File: config.mk
export PLATFORM = sky130hd
export DESIGN_NAME = maj_serial_adder_arbiter
export DESIGN_NICKNAME = d
export VERILOG_FILES = /design/src/rtl/maj_serial_adder_arbiter.sv
export SDC_FILE = /design/constraint.sdc
export NUM_CORES = 1
export LEC_CHECK = 0
export BUFFER_PORTS_ARGS = -buffer_cell sky130_fd_sc_hd__buf_4
export CORE_ASPECT_RATIO = 0.75
export CORE_UTILIZATION = 47
export CTS_BUF_LIST = sky130_fd_sc_hd__clkbuf_16
export DETAILED_ROUTE_END_ITERATION = 7
export GPL_TIMING_DRIVEN = 0
export PLACE_DENSITY = 0.74
export SYNTH_ARGS = -nofsm -noshare
export SYNTH_HDL_FRONTEND = slang
export SYNTH_SLANG_ARGS = --single-unit
File: constraint.sdc
create_clock -name clk -period 1.46 [get_ports clk]
set_input_delay 0.073 -clock clk [delete_from_list [all_inputs] [get_ports clk]]
set_output_delay 0.073 -clock clk [all_outputs]
set_load 0.005 [all_outputs]
File: src/rtl/maj_serial_adder_arbiter.sv
// Two-requester front end sharing one bit-serial majority-gate full-adder slice.
// Round-robin grant in IDLE, WIDTH bit-serial steps in RUN, result held in DONE
// until the consumer takes it. Result registers keep their value after DONE.
module maj_serial_adder_arbiter #(
    parameter int unsigned WIDTH = 4,
    parameter int unsigned CNT_W = 5
) (
    input  logic             clk,
    input  logic             rst_n,
    input  logic             req0_valid,
    output logic             req0_ready,
    input  logic [WIDTH-1:0] req0_a,
    input  logic [WIDTH-1:0] req0_b,
    input  logic             req0_cin,
    input  logic             req1_valid,
    output logic             req1_ready,
    input  logic [WIDTH-1:0] req1_a,
    input  logic [WIDTH-1:0] req1_b,
    input  logic             req1_cin,
    output logic             rsp_valid,
    input  logic             rsp_ready,
    output logic             rsp_id,
    output logic [WIDTH-1:0] rsp_sum,
    output logic [WIDTH-1:0] rsp_carry,
    output logic             rsp_cout,
    output logic             busy
);

    typedef enum logic [1:0] {
        StIdle,
        StRun,
        StDone
    } state_t;

    state_t             state_q;
    logic [CNT_W-1:0]   cnt_q;
    logic               last_grant_q;
    logic [WIDTH-1:0]   a_q;
    logic [WIDTH-1:0]   b_q;
    logic               c_q;
    logic               id_q;
    logic [WIDTH-1:0]   sum_w_q;
    logic [WIDTH-1:0]   carry_w_q;
    logic [WIDTH-1:0]   sum_o_q;
    logic [WIDTH-1:0]   carry_o_q;
    logic               id_o_q;

    logic               grant0;
    logic               grant1;
    logic               ak;
    logic               bk;
    logic               cout_k;
    logic               sum_k;
    logic [WIDTH-1:0]   sum_nx;
    logic [WIDTH-1:0]   carry_nx;

    function automatic logic maj(input logic x, input logic y, input logic z);
        return (x & y) | (x & z) | (y & z);
    endfunction

    // Round-robin grant: on a tie the requester not served last time wins.
    always_comb begin
        grant0 = req0_valid & (~req1_valid | last_grant_q);
        grant1 = req1_valid & (~req0_valid | ~last_grant_q);
        // Gated by rst_n so ready reads 0 while reset is held.
        req0_ready = rst_n & (state_q == StIdle) & grant0;
        req1_ready = rst_n & (state_q == StIdle) & grant1;
    end

    // Majority-only full-adder slice on the current LSBs, results shifted in at the MSB.
    always_comb begin
        ak       = a_q[0];
        bk       = b_q[0];
        cout_k   = maj(ak, bk, c_q);
        sum_k    = maj(maj(~ak, bk, c_q), maj(ak, bk, ~c_q), maj(ak, ~bk, c_q));
        sum_nx   = (sum_w_q >> 1) | (WIDTH'(sum_k) << (WIDTH - 1));
        carry_nx = (carry_w_q >> 1) | (WIDTH'(cout_k) << (WIDTH - 1));
    end

    // Control FSM and datapath registers.
    always_ff @(posedge clk or negedge rst_n) begin
        if (!rst_n) begin
            state_q      <= StIdle;
            cnt_q        <= '0;
            last_grant_q <= 1'b1;
            a_q          <= '0;
            b_q          <= '0;
            c_q          <= 1'b0;
            id_q         <= 1'b0;
            sum_w_q      <= '0;
            carry_w_q    <= '0;
            sum_o_q      <= '0;
            carry_o_q    <= '0;
            id_o_q       <= 1'b0;
        end else begin
            unique case (state_q)
                StIdle: begin
                    if (req0_ready || req1_ready) begin
                        a_q          <= req1_ready ? req1_a : req0_a;
                        b_q          <= req1_ready ? req1_b : req0_b;
                        c_q          <= req1_ready ? req1_cin : req0_cin;
                        id_q         <= req1_ready;
                        last_grant_q <= req1_ready;
                        cnt_q        <= '0;
                        state_q      <= StRun;
                    end
                end
                StRun: begin
                    a_q       <= a_q >> 1;
                    b_q       <= b_q >> 1;
                    c_q       <= cout_k;
                    sum_w_q   <= sum_nx;
                    carry_w_q <= carry_nx;
                    cnt_q     <= cnt_q + 1'b1;
                    if (cnt_q == CNT_W'(WIDTH - 1)) begin
                        // Publish the finished result; it stays put until the next op ends.
                        sum_o_q   <= sum_nx;
                        carry_o_q <= carry_nx;
                        id_o_q    <= id_q;
                        state_q   <= StDone;
                    end
                end
                StDone: begin
                    if (rsp_ready) begin
                        state_q <= StIdle;
                    end
                end
                default: state_q <= StIdle;
            endcase
        end
    end

    // Response outputs come straight from registers.
    always_comb begin
        rsp_valid = (state_q == StDone);
        busy      = (state_q != StIdle);
        rsp_id    = id_o_q;
        rsp_sum   = sum_o_q;
        rsp_carry = carry_o_q;
        rsp_cout  = carry_o_q[WIDTH-1];
    end

endmodule

==> flow_metrics.tcl <==
set metrics [dict create \
    arrival_ns 1.63 \
    clock_latency_ns 0.28 \
    status "finished with violations" \
    grt_util_met2_pct 36.4 \
    mostFrequentLayoutCell "buf_4" \
    ys_types 35 \
    crit_chain "a21boi_4 -> buf_12 -> mux2_4 -> a221o_1" \
    core_area_um2 3080 \
    root_buffer "clkbuf_16" \
    peakVddDrop_v 0.00122 \
    crit_fanout 9 \
    finalCritPeriodShare_pct 101 \
    grt_pass1_wl_um 6140 \
    start_util_pct 51.9 \
    cts_tree "built" \
    synthTopCellsByArea "dfrtp_1, mux2_2, nand2_1, a221o_1, a22o_1" \
    clk_pin_slew_ns 0.05 \
    layout_common_cells "buf_4, dfrtp_1, nand2_1" \
    rr_startpoint "last_grant_q" \
    synth_nets 158 \
    maxCapViolCount 0 \
    design_area_um2 2310 \
    cp_data_required_time_ns 1.62 \
    ff2ff_path_depth 4 \
    dr.pass1.iters 4 \
    grtUsageMet3_pct 4.62 \
    dpl.hpwl_um 2330 \
    crit_type "reg -> reg" \
    setup_viol 3 \
    num_antenna_cells 0 \
    fillers 199 \
    syn_area_um2 1600 \
    yosysSeqAreaShare_pct 51.7 \
    rsz0062_at_grt "true" \
    grt_max_degree 33 \
    drc 0 \
    r2r_setup_slack_ns -0.008 \
    die-area_um2 3640 \
    clock_sinks 33 \
    wl_per_cell_um 17.2 \
    powerDensity_nw_per_um2 2100 \
    grt_remaining_overflow 0 \
    min_from "req0_a[3]" \
    finalNetCount 219 \
    routed_wirelength_um 4030 \
    worstHoldPathType "in -> reg" \
    violations "negative setup slack" \
    die_y_um 52.5 \
    crit_family "flip-flops" \
    p_leak_uw 0.00115 \
    synthArstFlopShare_pct 100 \
    avgSynthCellArea_um2 11.9 \
    synth_flop_cell "dfrtp_1" \
    min_path_cells 3 \
    num_vias 1295 \
    slew_headroom_pct 64.2 \
    drtAntennaViolNets 0 \
    cts_buffers 5 \
    layout_setup_ws_ns -0.00841 \
    top_usage_layer "met2" \
    min_period_ns 1.47 \
    clk_path_buf_depth 2 \
    drt_iter0_markers 114 \
    p_total_uw 4850 \
    slew_viol_final 0 \
    syn_to_final_growth_pct 44.2 \
    fp.dieW_um 69.4 \
    timing.rr.end "c_q" \
    post_drt_via_cell_ratio 5.53 \
    grt_antenna_before_repair 0 \
    placed_area_um2 1920 \
    gp_congestion 0.783 \
    globalRouteMet1Util_pct 30.9 \
    synthCells 134 \
    yosysTopAreaCell "dfrtp_1" \
    grt_pass1_vias 1249 \
    tightest_slew_ns 0.537 \
    critPathCaptureType "flip-flop" \
    netlist.area_leader.share_pct 50.0 \
    fmax_mhz 681 \
    cp_num_buf_inv 1 \
    num_rows 17 \
    fin_worst_skew_ns 0.00870 \
    ioPinCount 37 \
    hold_end "a_q[3]" \
    slowest_delay_ns 0.55 \
    hold_violations 0 \
    yosys_warnings 0 \
    htree_levels 2 \
    io_buffers 36 \
    start_kind "flip-flop" \
    synth_edf_count 0 \
    drive_above_1_share_pct 47.4 \
    grt_usage_pct 22.8 \
    ys_ff_latch 33 \
    cp_slowest_cell "dfstp_2" \
]
## worst max path at each step
stage | endpoint | cells past startpoint | from
2_1_floorplan | c_q | 3 | last_grant_q
3_3_place_gp | rsp_sum[0] | 4 | cnt_q[0]
3_5_place_dp | rsp_sum[0] | 4 | cnt_q[1]
4_1_cts | c_q | 4 | last_grant_q
5_1_grt | c_q | 4 | last_grant_q
6_report | c_q | 4 | last_grant_q
## cell families (layout without fill, tap and decap cells)
group           Yosys count  after routing  synth area share [%]
simple gates             37             38                  11.9
flops                    33             33                  51.7
compound gates           29             29                  15.3
mux                      20             20                  13.9
buf+inv                   8             69                  3.05
xor+xnor                  5              5                  2.74
fa+ha+maj                 2              2                  1.41
## synth_stat cells, drive strengths merged, types with 2 or more instances
| master | number |
|---|---|
| clkbuf | 2 |
| dfrtp | 32 |
| nand3b | 2 |
| a221o | 7 |
| a21o | 2 |
| mux2 | 15 |
| a22o | 7 |
| nand3 | 2 |
| nand2 | 21 |
| inv | 2 |
| and2 | 2 |
| o21ai | 6 |
| buf | 4 |
| xor2 | 2 |
| a21boi | 2 |
| o21a | 2 |
| nand2b | 3 |
| nor2 | 2 |
| mux2i | 5 |
| xnor2 | 3 |
## final cells by class
| type | instances | area [um2] | area share (%) |
|---|---|---|---|
| clock inverters | 3 | 17.5 | 0.759 |
| repair buffers | 53 | 440 | 19.1 |
| clock buffers | 5 | 125 | 5.42 |
| inverters | 2 | 7.51 | 0.325 |
| plain buffers | 6 | 50.0 | 2.17 |
| flip-flops and latches | 33 | 828 | 35.9 |
| multi-input cells | 94 | 791 | 34.3 |
| well taps | 38 | 47.5 | 2.06 |
## tightest hold or removal path: cells and delay by family
family	cells	cell delay [ns]
multiplexers	2	0.17
buffers and inverters	1	0.08
## registers in the layout, indices dropped and copies added (netlist names)
name / cells
state_q: 2
rsp_sum: 4
cnt_q: 5
id_q: 1
a_q: 4
sum_w_q: 3
c_q: 1
b_q: 4
rsp_id: 1
rsp_carry: 4
last_grant_q: 1
carry_w_q: 3
## routing by layer
layer	wire length (um)	vias to the layer above
li1	-	607
met1	1840	646
met2	1980	40
met3	191	2
met4	18	0
met5	0	-
## power by group
part | internal (uW) | total, uW | leakage (uW) | switching [uW]
Combinational | 1230 | 2170 | 0.000659 | 947
Sequential | 1310 | 1660 | 0.000424 | 349
Clock | 624 | 1020 | 0.0000696 | 393
## timing repair
action	4_1_cts	5_1_grt
pin swaps	3	2
endpoints found under the hold margin	33	0
buffers inserted	8	7
gates cloned	1	0
gates resized for setup	8	10
endpoints found under the setup margin	23	24
hold buffers	3	0
## per-stage QoR
stage / util, % / setup WS [ns] / instances / setup TNS, ns / hold slack (ns)
4_1_cts: 71.6 / -0.0103 / 228 / -0.0192 / 0.0953
5_1_grt: 74.8 / -0.0438 / 234 / -0.273 / 0.131
3_5_place_dp: 62.2 / -0.181 / 208 / -2.05 / 0.0465
3_3_place_gp: 62.2 / -0.115 / 208 / -1.21 / 0.0401
6_report: 74.8 / -0.00841 / 234 / -0.0114 / 0.0881
2_1_floorplan: - / 0.0644 / 134 / 0 / -0.223
Note: power is estimated with default switching activity, not from simulation.
